File: config.mk
export PLATFORM = sky130hd
export DESIGN_NAME = datagram_rx
export DESIGN_NICKNAME = d
export VERILOG_FILES = /design/src/rtl/datagram_rx_pkg.sv /design/src/rtl/datagram_rx.sv
export SDC_FILE = /design/constraint.sdc
export NUM_CORES = 1
export LEC_CHECK = 0
export ABC_AREA = 1
export CAP_MARGIN = 0
export CORE_ASPECT_RATIO = 1.5
export CORE_MARGIN = 2
export CORE_UTILIZATION = 40
export DETAILED_ROUTE_END_ITERATION = 16
export PLACE_DENSITY = 0.67
export SLEW_MARGIN = 20
export SYNTH_ARGS = -nofsm -noshare
export SYNTH_HDL_FRONTEND = slang
export SYNTH_SLANG_ARGS = --single-unit
File: constraint.sdc
create_clock -name clk -period 2.51 [get_ports clk]
set_input_delay 0.502 -clock clk [delete_from_list [all_inputs] [get_ports clk]]
set_output_delay 0.502 -clock clk [all_outputs]
set_load 0.01 [all_outputs]
File: src/rtl/datagram_rx_pkg.sv
// Shared constants and types for the datagram receiver: message width,
// derived payload byte count and the receive FSM state encoding.
package datagram_rx_pkg;

   localparam int MESSAGE_SIZE = 16;

   function automatic int bytes_for(input int bits);
      return (bits + 7) / 8;
   endfunction

   localparam int NB = bytes_for(MESSAGE_SIZE);

   typedef enum logic [1:0] {
      IDLE,
      PAYLOAD,
      CHECK
   } state_t;

endpackage

File: src/rtl/datagram_rx.sv
// Receives checksummed byte packets from the link and publishes the latest
// good datagram to the display stage on the frame-boundary tick.
module datagram_rx #(
   parameter int MESSAGE_SIZE = datagram_rx_pkg::MESSAGE_SIZE
) (
   input  logic                    clk,
   input  logic                    rst,
   input  logic                    in_valid,
   input  logic [7:0]              in_data,
   input  logic                    in_sof,
   output logic                    in_ready,
   input  logic                    frame_tick,
   output logic [MESSAGE_SIZE-1:0] datagram,
   output logic                    datagram_valid,
   output logic [7:0]              err_cnt
);

   import datagram_rx_pkg::*;

   localparam int NBB   = bytes_for(MESSAGE_SIZE);
   localparam int IDX_W = (NBB > 1) ? $clog2(NBB) : 1;
   localparam logic [IDX_W-1:0] LAST_IDX = IDX_W'(NBB - 1);

   state_t                    state;
   state_t                    state_nxt;
   logic [IDX_W-1:0]          byte_idx;
   logic [IDX_W-1:0]          wr_idx;
   logic [NBB*8-1:0]          payload;
   logic [7:0]                csum;
   logic [MESSAGE_SIZE-1:0]   shadow;
   logic                      pending;
   logic                      ready_gap;
   logic                      xfer;
   logic                      wr_en;
   logic                      first_byte;
   logic                      csum_good;
   logic                      csum_bad;

   assign xfer     = in_valid & in_ready;
   assign in_ready = ~ready_gap;

   // NOTE: sequential state uses non-blocking assignments so every register
   // samples pre-edge values, independent of statement order.
   always_ff @(posedge clk or posedge rst) begin
      if (rst) state <= IDLE;
      else     state <= state_nxt;
   end

   // NOTE: every output of this block gets a default first, so no path
   // leaves a signal unassigned and no latch is inferred.
   always_comb begin
      state_nxt  = state;
      wr_en      = 1'b0;
      wr_idx     = byte_idx;
      first_byte = 1'b0;
      csum_good  = 1'b0;
      csum_bad   = 1'b0;
      if (xfer) begin
         if (in_sof) begin
            // A start-of-frame byte always (re)starts a packet from byte 0.
            first_byte = 1'b1;
            wr_en      = 1'b1;
            wr_idx     = '0;
            state_nxt  = (NBB == 1) ? CHECK : PAYLOAD;
         end else begin
            case (state)
               PAYLOAD: begin
                  wr_en = 1'b1;
                  if (byte_idx == LAST_IDX) state_nxt = CHECK;
               end
               CHECK: begin
                  csum_good = (in_data == csum);
                  csum_bad  = (in_data != csum);
                  state_nxt = IDLE;
               end
               default: ;
            endcase
         end
      end
   end

   // NOTE: the assembly buffer and running checksum carry no reset; every
   // byte is rewritten after a start-of-frame before it can be committed.
   always_ff @(posedge clk) begin
      if (wr_en) begin
         for (int k = 0; k < NBB; k++) begin
            if (wr_idx == IDX_W'(k)) payload[k*8 +: 8] <= in_data;
         end
         csum <= first_byte ? in_data : (csum ^ in_data);
      end
   end

   always_ff @(posedge clk or posedge rst) begin
      if (rst) begin
         byte_idx       <= '0;
         shadow         <= '0;
         pending        <= 1'b0;
         datagram       <= '0;
         datagram_valid <= 1'b0;
         err_cnt        <= 8'd0;
         ready_gap      <= 1'b0;
      end else begin
         ready_gap <= csum_good | csum_bad;
         if (wr_en) byte_idx <= wr_idx + 1'b1;

         // The tick publishes the shadow as it stood before this edge.
         if (frame_tick && pending) begin
            datagram       <= shadow;
            datagram_valid <= 1'b1;
         end

         if (csum_good) begin
            shadow  <= payload[MESSAGE_SIZE-1:0];
            pending <= 1'b1;
         end else if (frame_tick) begin
            pending <= 1'b0;
         end

         if (csum_bad && err_cnt != 8'hFF) err_cnt <= err_cnt + 8'd1;
      end
   end

endmodule
==> results.toml <==
[timing]
slew_violations = 0
max_clock_freq_mhz = 513
report.final.hold_viol_count = 0
tightest_slew_ps = 434
slew_headroom_pct = 71.1
layout_min_cycle_time_ps = 1950
fin_tns_setup_ps = 0
fin_skew_ps = 5.59
post-route-period-util_pct = 77.7
worst_slack_ps = 559
setup_viol = 0
rsz0062_at_grt = "false"

[critical_path]
endpoint_kind = "flop"
r2r_setup_slack_ps = 910
critical_path.max_fanout = 11
cp_slowest_stage_delay_ps = 580
r2r-start = "csum[5]"
crit_family = "simple AND/OR/NAND/NOR gates"
reg2regPathDepth = 9
cpMostUsedCell = "nand2_1"
critical_path_class = "input port to flop"
crit_path_top_delay_cell = "clkdlybuf4s50_1"
worstPathRequired_ps = 2760
cp-start-kind = "input port"
r2r-end = "err_cnt[6]"
path_buf_inv = 2
cp_cell_sequence = "clkdlybuf4s50_1 -> inv_1 -> nand2_1 -> nand2_1 -> nand2_1 -> nor2_2 -> nand2_1 -> nand3_1 -> nand2_1 -> nand2_1"
cp.arrival_ps = 2200

[placed_design]
globalplace.congestion = 0.764
dpl.cell_count = 421
pre_cts_slack_ps = 196
portBuffers = 38
dp_hpwl_mm = 3.61

[synth]
ys_ff_latch = 70
syn-num-nets = 298
syn_area_mm2 = 0.00303
synth_compound_area_share_pct = 6.95
synth-simple-area-share_pct = 16.4
syn_avg_cell_area_um2 = 10.7
yosys-top-cells-area = "dfrtp_1 (38%), edfxtp_1 (24%), nand2_1 (10%)"
synth-seq-area-share_pct = 61.8
syn_inst = 284
synthXorXnorAreaFrac_pct = 0.868
synth_top_area_cell = "dfrtp_1"
synthDistinctLibCells = 25
synth_fa_ha_area_share_pct = 0.413
synth_top_cell_area_share_pct = 38.0
synth_mux_area_share_pct = 5.95
synth_warnings = 0
synth_top_family_by_area = "simple AND/OR/NAND/NOR gates"

[layout]
final_cell_mix = "nand2_1 (81), dfrtp_1 (46), inv_1 (44)"
finalNetCount = 346
instances_no_fill = 437
syn2layout_area_growth_pct = 23.4
drive_above_1_share_pct = 18.7
final_common_cell = "nand2_1"
antenna_cells = 0
final_util_pct = 51.3

[global_route]
antenna_found_initial = 0
track_usage_pct = 14.4
grt_pass1_wl_mm = 8.88
gr-total-overflow = 0
grt_max_degree = 34
first_global_vias = 1914

[die]
die-area_mm2 = 0.00829
pin_count = 39
die_y_um = 111
start_util_pct = 41.6
fp-row-count = 38
die_w_um = 75.0
core_mm2 = 0.00727

[pwr]
ir_worst_vdd_mv = 0.350
power_leakage_nw = 1.76
p_per_area_mw_per_mm2 = 721

[run]
maxCapViolations = 0

[detailed_routing]
vias_per_cell = 4.47
ant_nets = 0
drc_errors = 0
drt-pass1-iter-count = 4
num_vias = 1952
drt_wl_total_mm = 5.12
detail_route.iter0.violations = 139
post_drt_wl_per_cell_um = 11.7

[cts]
cts-root-buf = "clkbuf_8"
cts_inserted_buffers = 9
postCtsSetupRepairBufs = 0
cts_tree = "done"
h-tree-depth = 3
cts.sinks = 70
clkLatencyLatePin_ps = 350
path_clk_slew_ps = 70
clock_path_buffers = 2
cts_hold_buf = 0
cts_resized = 0

[min_path]
hp-class = "input port to async pin"

[run_status]
outcome = "complete, no violations"
## cell families (layout without fill, tap and decap cells)
group | count (synthesis) | after routing
flops | 70 | 70
fa+ha+maj | 1 | 1
mux | 16 | 16
simple gates | 111 | 111
compound gates | 30 | 30
xor+xnor | 3 | 3
buf+inv | 53 | 106
## registers in the layout, summed over array words and instances (netlist names)
register	cells
datagram	16
payload	16
shadow	16
csum	8
err_cnt	8
state	2
byte_idx	1
datagram_valid	1
pending	1
ready_gap	1
## worst max-delay path by stage
stage / startpoint / to / cells after the start
final: in_data[5] / err_cnt[6] / 10
after floorplan: in_valid / payload[10] / 4
after CTS: in_data[5] / err_cnt[0] / 10
after detailed placement: in_data[5] / err_cnt[3] / 10
after global routing: in_data[1] / err_cnt[1] / 10
after global placement: in_data[5] / err_cnt[6] / 10
## cell type report
cell class	instances	area, um^2
Fill cell	655	3540
Sequential cell	70	1870
Multi-Input combinational cell	161	926
Timing Repair Buffer	44	425
Inverter	46	173
Clock buffer	10	128
Tap cell	100	125
Clock inverter	6	86.3
## synthesized netlist by cell type
cell type and instances:
a21oi_1 2, buf_2 3, buf_4 1, buf_6 3, dfrtp_1 46, edfxtp_1 24
ha_1 1, inv_1 45, inv_2 1, mux2_2 16, nand2_1 81, nand2_2 1
nand2_4 1, nand3_1 6, nand3_4 1, nand4_1 8, nor2_1 7, nor2_2 3
nor3_2 1, nor3_4 1, o21ai_0 12, o21ai_2 16, or2_2 1, xnor2_1 2
xor2_1 1
## power by group
group          internal [W]  leakage (nW)  switching [W]
clock network      0.000556        0.0962       0.000426
registers           0.00132         0.855      0.0000615
logic              0.000123         0.807       0.000210
## worst reg2reg max path, stage by stage, from the launching register on
cell and delay, ps:
edfxtp_1 380, inv_1 70, nand2_1 50, nand2_1 70, nand2_1 70, nor2_2 170
nand2_1 280, nand3_1 310, nand2_1 80, nand2_1 70
## metal layers
metal	track usage [%]	vias to the layer above	part of all wire, %
met2	22.1	29	50
met4	7.86	0	2.8
met3	4.65	12	3.0
met5	0	-	0
li1	-	1007	-
met1	17.3	904	44
## stage by stage
| step | total power, W | instance area [um^2] | hold slack, ps |
|---|---|---|---|
| 6_report | 0.00269 | 3730 | 383 |
| 5_1_grt | 0.00283 | 3730 | 415 |
| 4_1_cts | 0.00273 | 3730 | 384 |
| 3_5_place_dp | 0.00174 | 3520 | 458 |
| 3_3_place_gp | 0.00173 | 3520 | 448 |
| 2_1_floorplan | 0.00161 | 3030 | 451 |
No activity file was read; power rests on OpenSTA's default activity.
